$ cat src/rtl/io_strobe_sequencer.sv
// -----------------------------------------------------------------------------
// io_strobe_sequencer
//
// Clocked bus-cycle sequencer feeding a dual 2-to-4 chip-select decoder.
// Each accepted request runs SETUP -> STROBE -> HOLD. A_2D is stable before,
// during and after the low pulse on Enable_bar, so exactly one decoded select
// line pulses low for STROBE_CYC clocks, with no glitches.
//
// Parameters:
//   SETUP_CYC  - clocks A_2D is stable before Enable_bar falls (0 = no setup)
//   STROBE_CYC - clocks Enable_bar is held low (1 .. 2**CNT_W-1)
//   HOLD_CYC   - clocks A_2D is held after Enable_bar rises (0 = no hold)
//   CNT_W      - width of the phase counter
//
// Ports:
//   clk        - system clock, rising edge
//   reset      - synchronous active-high reset
//   req        - request valid; transfer on any edge with req & req_ready
//   req_addr   - select code for this access
//   req_ready  - a request can be accepted this cycle
//   busy       - SETUP, STROBE or HOLD in progress
//   done       - one-clock pulse in the first cycle after an access
//   Enable_bar - registered active-low decoder enable
//   A_2D       - registered decoder select lines
//
// Optional feature (macro IO_STROBE_PENDING_EN):
//   Adds a one-entry pending buffer so a request accepted during an access is
//   launched at its end with no IDLE gap. Without the macro, requests are only
//   accepted in IDLE.
// -----------------------------------------------------------------------------
module io_strobe_sequencer #(
    parameter int SETUP_CYC  = 1,
    parameter int STROBE_CYC = 2,
    parameter int HOLD_CYC   = 1,
    parameter int CNT_W      = 4
) (
    input  logic       clk,
    input  logic       reset,
    input  logic       req,
    input  logic [1:0] req_addr,
    output logic       req_ready,
    output logic       busy,
    output logic       done,
    output logic       Enable_bar,
    output logic [1:0] A_2D
);

    localparam logic [1:0] ST_IDLE   = 2'd0;
    localparam logic [1:0] ST_SETUP  = 2'd1;
    localparam logic [1:0] ST_STROBE = 2'd2;
    localparam logic [1:0] ST_HOLD   = 2'd3;

    localparam logic [CNT_W-1:0] SETUP_LD  = CNT_W'(SETUP_CYC);
    localparam logic [CNT_W-1:0] STROBE_LD = CNT_W'(STROBE_CYC);
    localparam logic [CNT_W-1:0] HOLD_LD   = CNT_W'(HOLD_CYC);
    localparam logic [CNT_W-1:0] CNT_ONE   = CNT_W'(1);

    // First phase of an access: SETUP, or STROBE directly when there is no setup.
    localparam logic [1:0]       FIRST_STATE  = (SETUP_CYC > 0) ? ST_SETUP : ST_STROBE;
    localparam logic [CNT_W-1:0] FIRST_CNT    = (SETUP_CYC > 0) ? SETUP_LD : STROBE_LD;
    localparam logic             FIRST_EN_BAR = (SETUP_CYC > 0) ? 1'b1 : 1'b0;

    logic [1:0]       state_reg,  state_next;
    logic [CNT_W-1:0] cnt_reg,    cnt_next;
    logic [1:0]       a2d_reg,    a2d_next;
    logic             en_bar_reg, en_bar_next;
    logic             done_reg,   done_next;

    logic       accept;
    logic       phase_last;
    logic       end_access;
    logic       launch_go;
    logic [1:0] launch_addr;

`ifdef IO_STROBE_PENDING_EN
    logic       pend_valid_reg, pend_valid_next;
    logic [1:0] pend_addr_reg,  pend_addr_next;

    // While busy, one more request may be parked in the buffer.
    assign req_ready = (state_reg == ST_IDLE) || !pend_valid_reg;
`else
    assign req_ready = (state_reg == ST_IDLE);
`endif

    assign accept     = req && req_ready;
    assign phase_last = (cnt_reg == CNT_ONE);
    assign busy       = (state_reg != ST_IDLE);

    always_comb begin
        state_next  = state_reg;
        cnt_next    = cnt_reg;
        a2d_next    = a2d_reg;
        en_bar_next = en_bar_reg;
        done_next   = 1'b0;
        end_access  = 1'b0;
        launch_go   = 1'b0;
        launch_addr = req_addr;
`ifdef IO_STROBE_PENDING_EN
        pend_valid_next = pend_valid_reg;
        pend_addr_next  = pend_addr_reg;
`endif

        case (state_reg)
            ST_IDLE: begin
                if (accept) begin
                    launch_go = 1'b1;
                end
            end
            ST_SETUP: begin
                if (phase_last) begin
                    state_next  = ST_STROBE;
                    cnt_next    = STROBE_LD;
                    en_bar_next = 1'b0;
                end else begin
                    cnt_next = cnt_reg - CNT_ONE;
                end
            end
            ST_STROBE: begin
                if (phase_last) begin
                    if (HOLD_CYC > 0) begin
                        state_next  = ST_HOLD;
                        cnt_next    = HOLD_LD;
                        en_bar_next = 1'b1;
                    end else begin
                        end_access = 1'b1;
                    end
                end else begin
                    cnt_next = cnt_reg - CNT_ONE;
                end
            end
            ST_HOLD: begin
                if (phase_last) begin
                    end_access = 1'b1;
                end else begin
                    cnt_next = cnt_reg - CNT_ONE;
                end
            end
            default: begin
                state_next = ST_IDLE;
                cnt_next   = '0;
            end
        endcase

        if (end_access) begin
            done_next   = 1'b1;
            state_next  = ST_IDLE;
            cnt_next    = '0;
            en_bar_next = 1'b1;
`ifdef IO_STROBE_PENDING_EN
            if (pend_valid_reg) begin
                launch_go       = 1'b1;
                launch_addr     = pend_addr_reg;
                pend_valid_next = 1'b0;
            end else if (accept) begin
                // A request arriving on the final edge goes straight out
                // rather than through the buffer.
                launch_go = 1'b1;
            end
`endif
        end

`ifdef IO_STROBE_PENDING_EN
        // Written after the clear so that a new entry takes priority.
        if (accept && busy && !end_access) begin
            pend_valid_next = 1'b1;
            pend_addr_next  = req_addr;
        end
`endif

        if (launch_go) begin
            state_next  = FIRST_STATE;
            cnt_next    = FIRST_CNT;
            en_bar_next = FIRST_EN_BAR;
            a2d_next    = launch_addr;
        end
    end

    always_ff @(posedge clk) begin
        if (reset) begin
            state_reg  <= ST_IDLE;
            cnt_reg    <= '0;
            a2d_reg    <= 2'b00;
            en_bar_reg <= 1'b1;
            done_reg   <= 1'b0;
        end else begin
            state_reg  <= state_next;
            cnt_reg    <= cnt_next;
            a2d_reg    <= a2d_next;
            en_bar_reg <= en_bar_next;
            done_reg   <= done_next;
        end
    end

`ifdef IO_STROBE_PENDING_EN
    always_ff @(posedge clk) begin
        if (reset) begin
            pend_valid_reg <= 1'b0;
            pend_addr_reg  <= 2'b00;
        end else begin
            pend_valid_reg <= pend_valid_next;
            pend_addr_reg  <= pend_addr_next;
        end
    end
`endif

    assign Enable_bar = en_bar_reg;
    assign A_2D       = a2d_reg;
    assign done       = done_reg;

endmodule

$ cat config.mk
export PLATFORM = sky130hd
export DESIGN_NAME = io_strobe_sequencer
export DESIGN_NICKNAME = d
export VERILOG_FILES = /design/src/rtl/io_strobe_sequencer.sv
export SDC_FILE = /design/constraint.sdc
export NUM_CORES = 1
export LEC_CHECK = 0
export ABC_AREA = 1
export BUFFER_PORTS_ARGS = -buffer_cell sky130_fd_sc_hd__buf_2
export CAP_MARGIN = 20
export CORE_MARGIN = 1
export CORE_UTILIZATION = 35
export DETAILED_ROUTE_END_ITERATION = 7
export GPL_TIMING_DRIVEN = 0
export SYNTH_ARGS = -nofsm -noshare
export SYNTH_HDL_FRONTEND = slang
export SYNTH_SLANG_ARGS = --single-unit
$ cat constraint.sdc
create_clock -name clk -period 1.63 [get_ports clk]
set_clock_uncertainty 0.15 [all_clocks]
set_input_delay 0.326 -clock clk [delete_from_list [all_inputs] [get_ports clk]]
set_output_delay 0.326 -clock clk [all_outputs]
set_load 0.005 [all_outputs]
== Word level (Yosys, flattened, before mapping) ==
Index checks and enable logic that the tools add are counted.

* Output and inout bits: 6
* Register bits after elaboration: 10
* Bits of input ports: 5
* Word-level logic and storage cells: 49

* Eq/ne operators: 10
* Mux-type cells: 19
* Reductions and logical operators: 12
* $add $sub $neg: 1

{| class="wikitable"
|+ Operators by type and width
! kind !! count
|-
| $mux 4 || 3
|-
| $ne 4x4->1 const B || 3
|-
| $pmux 4 s3 || 1
|-
| $mux 1 || 11
|-
| $ne 2x2->1 const B || 3
|-
| $reduce_and 3->1 || 2
|-
| $reduce_bool 5->1 || 1
|-
| $eq 2x2->1 const B || 2
|-
| $eq 4x1->1 const B || 1
|-
| $mux 2 || 2
|-
| $pmux 2 s2 || 1
|-
| $reduce_and 2->1 || 2
|-
| $reduce_bool 2->1 || 2
|-
| $reduce_bool 4->1 || 1
|-
| $sub 4x1->4 const B || 1
|-
| $reduce_bool 3->1 || 1
|-
| $reduce_or 3->1 || 1
|-
| $eq 2x1->1 const B || 1
|-
| $logic_not 2->1 || 1
|-
| $pmux 1 s2 || 1
|-
| $logic_and 1x1->1 || 1
|}

== Logic depth before layout (Yosys ltp) ==
* Word-level depth: 6
* Gate-level depth with buffers: 10
* Mapped depth without buffers: 10

== Worst setup path after synthesis ==
Ideal clock, no wire load.

* Path type: register to register
* From: register state_reg[0]
* To: register cnt_reg[0]
* Required time: 1.367 ns
* Stages on the path, launching flop included: 11
* Library setup time: 0.113 ns
* Slack: 0.118 ns
* Path buffers: 0
* Arrival time: 1.249 ns
* Cell sequence: dfxtp_1 inv_1 ha_1 nand2_4 inv_4 nor2_2 nand2_1 nand2_1 nand2_1 nand2_1 nor2_1

* Word-level cells in the longest chain between the ends: 6

{| class="wikitable"
|+ Ends and longest elaborated chain
! what !! RTL line !! RTL
|-
| start: declaration || 63 || <nowiki>logic [1:0] state_reg, state_next;</nowiki>
|-
| start signal: assignment || 186 || <nowiki>state_reg <= state_next;</nowiki>
|-
| $logic_not 2->1 (*) || 82 || <nowiki>assign req_ready = (state_reg == ST_IDLE);</nowiki>
|-
| via req_ready || 41 || <nowiki>output logic req_ready,</nowiki>
|-
| $logic_and 1x1->1 || 85 || <nowiki>assign accept = req && req_ready;</nowiki>
|-
| $mux 1 || 105 || <nowiki>if (accept) begin</nowiki>
|-
| $mux 1 (*) || 103 || <nowiki>case (state_reg)</nowiki>
|-
| $ne 4x4->1 (no line) or $reduce_bool 5->1 (tied branches) || n/a ||
|-
| $reduce_and 2->1 (no line) || n/a ||
|-
| end signal: assignment || 187 || <nowiki>cnt_reg <= cnt_next;</nowiki>
|-
| end: declaration || 64 || <nowiki>logic [CNT_W-1:0] cnt_reg, cnt_next;</nowiki>
|}

Mark *: on every way through the listed nets, which the timed path passes. The rest lies on a longest branch.
A chain may end at the register's enable or synchronous reset.

== Worst setup path in the final report ==
* From: register state_reg[1]
* To: output port busy

* Word-level cells in the longest chain between the ends: 1

{| class="wikitable"
|+ Ends and longest elaborated chain
! what !! RTL line !! RTL
|-
| $reduce_bool 2->1 || 87 || <nowiki>assign busy = (state_reg != ST_IDLE);</nowiki>
|-
| end: declaration || 42 || <nowiki>output logic busy,</nowiki>
|}

Every way passes these cells.

==> impl_metrics.csv <==
group,metric,value,unit
finish,fillCellCount,181,
yosys,synth_area_per_cell,7.772,um^2
min_path,hold_class,"in2reg",
job,cap_violations,0,
clock_network,clock_latency,270,ps
timing,setup_viol,0,
place,io_buffers,10,
timing,rsz0062_at_grt,"no",
floorplanning,die_h,45.45,um
clock_network,cts_htree_levels,1,
clock_network,clockRootBuffer,"clkbuf_4",
clock_network,cts_hold_buf,0,
detailed_routing,drc,0,
worst_setup_path,cp-start-kind,"flop",
place,post-place-ws,-58.41,ps
global_routing,grt_overflow,0,
detailed_routing,dr.pass1.iters,4,
min_path,hold_depth,2,
floorplanning,num_rows,15,
global_routing,grt_max_degree,7,
timing,tns,0,ps
yosys,synth_top_cell_area_share,30.30,%
yosys,async_reset_ff_share,0,%
place,dp_hpwl,961.9,um
clock_network,cts_tree,"built",
yosys,ys_seq_elements,10,
global_routing,grt_pass1_wl,2.242,mm
outcome,outcome,"finished, final reports clean",
yosys,yosys.area.top_type,"dfxtp_1",
pwr,ir_worst_vdd,684.9,uV
yosys,synth_nets,99,
global_routing,gr-usage-all-layers,15.63,%
finish,final_nets,116,
yosys,syn_inst,85,
floorplanning,dieArea,0.002065,mm^2
worst_setup_path,ff2ff_path_depth,7,
floorplanning,io_pins,11,
timing,worstMarginPinSlew,269.2,ps
global_routing,antenna_found_initial,0,
timing,setup_ws,64.85,ps
worst_setup_path,cp_max_fo,5,
yosys,synth_edf_count,0,
detailed_routing,antenna_left,0,
floorplanning,die_w,45.45,um
yosys,synth_common_cells,"14 x nand2_1, 14 x nor2_1, 11 x inv_1, 10 x dfxtp_1, 9 x ha_1",
clock_network,clk_pin_slew_worst_paths,70,ps
worst_setup_path,endpoint_kind,"output port",
detailed_routing,wl_per_cell,10.30,um
clock_network,clockBufferDepth,2,
yosys,syn_area,660.6,um^2
clock_network,cts_sinks,10,
worst_setup_path,crit_type,"reg2out",
detailed_routing,routed_wl,1.298,mm
yosys,ys_seq_area_share,30.30,%
pwr,power_density,1480,mW/mm^2
detailed_routing,vias,567,
global_routing,grt_pass1_vias,520,
timing,period_needed,1565,ps
finish,drive_gt1_share,34.65,%
worst_setup_path,worstPathRequired,1150,ps
detailed_routing,vias_per_cell,4.500,
timing,drv_slew,0,
timing,min_period_over_period,96.02,%
timing,fmax,638.9,MHz
worst_setup_path,worstPathArrival,1090,ps
finish,largest_reg_flops,4,
yosys,ys.flop_type,"dfxtp_1",
floorplanning,core_area,0.001745,mm^2
yosys,ys_types,21,
detailed_routing,drtIter0Drc,8,
finish,fin_util,46.74,%
floorplanning,start_util,37.85,%
yosys,ys.warnings.count,0,
place,place.gp.congestion,0.7587,
yosys,synth_area_leaders,"dfxtp_1 30%, ha_1 17%, nand2_1 8.0%, nor2_1 8.0%, inv_1 6.3%",
timing,max_slew_margin,82.05,%
timing,hold_viol_final,0,
clock_network,cts_buffers,3,
finish,n_antenna_cell,0,
finish,syn2layout_area_growth,23.48,%
pwr,p_leak,0.3922,nW
-- critical path: stages, from the launching register on --
cell	delay, ps
dfxtp_4	380
inv_4	60
ha_4	180
inv_2	80
buf_2	110
-- metrics by stage --
step / cells / total power [mW] / cell area (um^2) / hold slack [ps]
after global routing: 126 / 1.331 / 815.8 / 59.78
after CTS: 124 / 1.188 / 795.8 / 57.48
final: 126 / 1.207 / 815.8 / 65.87
after floorplan: 85 / 0.7959 / 660.6 / 248.4
after global placement: 120 / 0.9052 / 742.0 / 307.3
after detailed placement: 120 / 0.9184 / 742.0 / 320.4
-- area by class of cell --
| class | instances | area (um^2) | share of cell area (%) |
|---|---|---|---|
| Clock buffer | 4 | 36.28 | 4.448 |
| Tap cell | 25 | 31.28 | 3.834 |
| Timing Repair Buffer | 12 | 65.06 | 7.975 |
| Inverter | 13 | 53.80 | 6.595 |
| Multi-Input combinational cell | 62 | 421.7 | 51.69 |
| Sequential cell | 10 | 207.7 | 25.46 |
-- metal layers --
layer	vias up	track usage [%]	routed length, um
li1	305	-	-
met1	245	18.36	634
met2	12	24.00	578
met3	5	5.952	58
met4	0	9.091	27
met5	-	0	0
-- where the power goes --
part           internal, mW  switching, mW  total, mW
logic                 0.258          0.359      0.617
registers             0.308         0.0537      0.362
clock network         0.136         0.0927      0.229
-- kinds of logic (layout without fill, tap and decap cells) --
family                   Yosys count  after routing  synth area share [%]
flip-flops                        10             10                 30.30
AND/OR/NAND/NOR                   44             44                 36.17
adder cells (fa/ha/maj)            9              9                 17.05
buffers and inverters             13             29                 7.765
AO/OA/AOI/OAI                      9              9                 8.711
-- worst paths after layout --
kind / startpoint / endpoint / slack [ps]
setup / recovery: state_reg[1] / busy / 60
hold / removal: reset / done / 70
setup reg to reg: cnt_reg[1] / cnt_reg[3] / 200
hold reg to reg: A_2D[1] / A_2D[1] / 330
-- cells in the final DEF (no fill, tap or decap), types with 3 or more instances in the layout --
master / netlist / final
nand2_1: 14 / 14
a21oi_1: 3 / 3
inv_2: 1 / 3
ha_1: 9 / 8
dfxtp_1: 10 / 8
buf_2: 0 / 10
inv_1: 11 / 8
clkbuf_4: 0 / 3
nand3_1: 4 / 4
nor2_1: 14 / 14
-- timing repair --
action                                  4_1_cts  5_1_grt
pin swaps                                     0        1
gates resized for setup                       8        2
endpoints found under the setup margin        3        1
buffers inserted                              0        2
cloned                                        0        0
No activity file was read; power rests on OpenSTA's default activity.
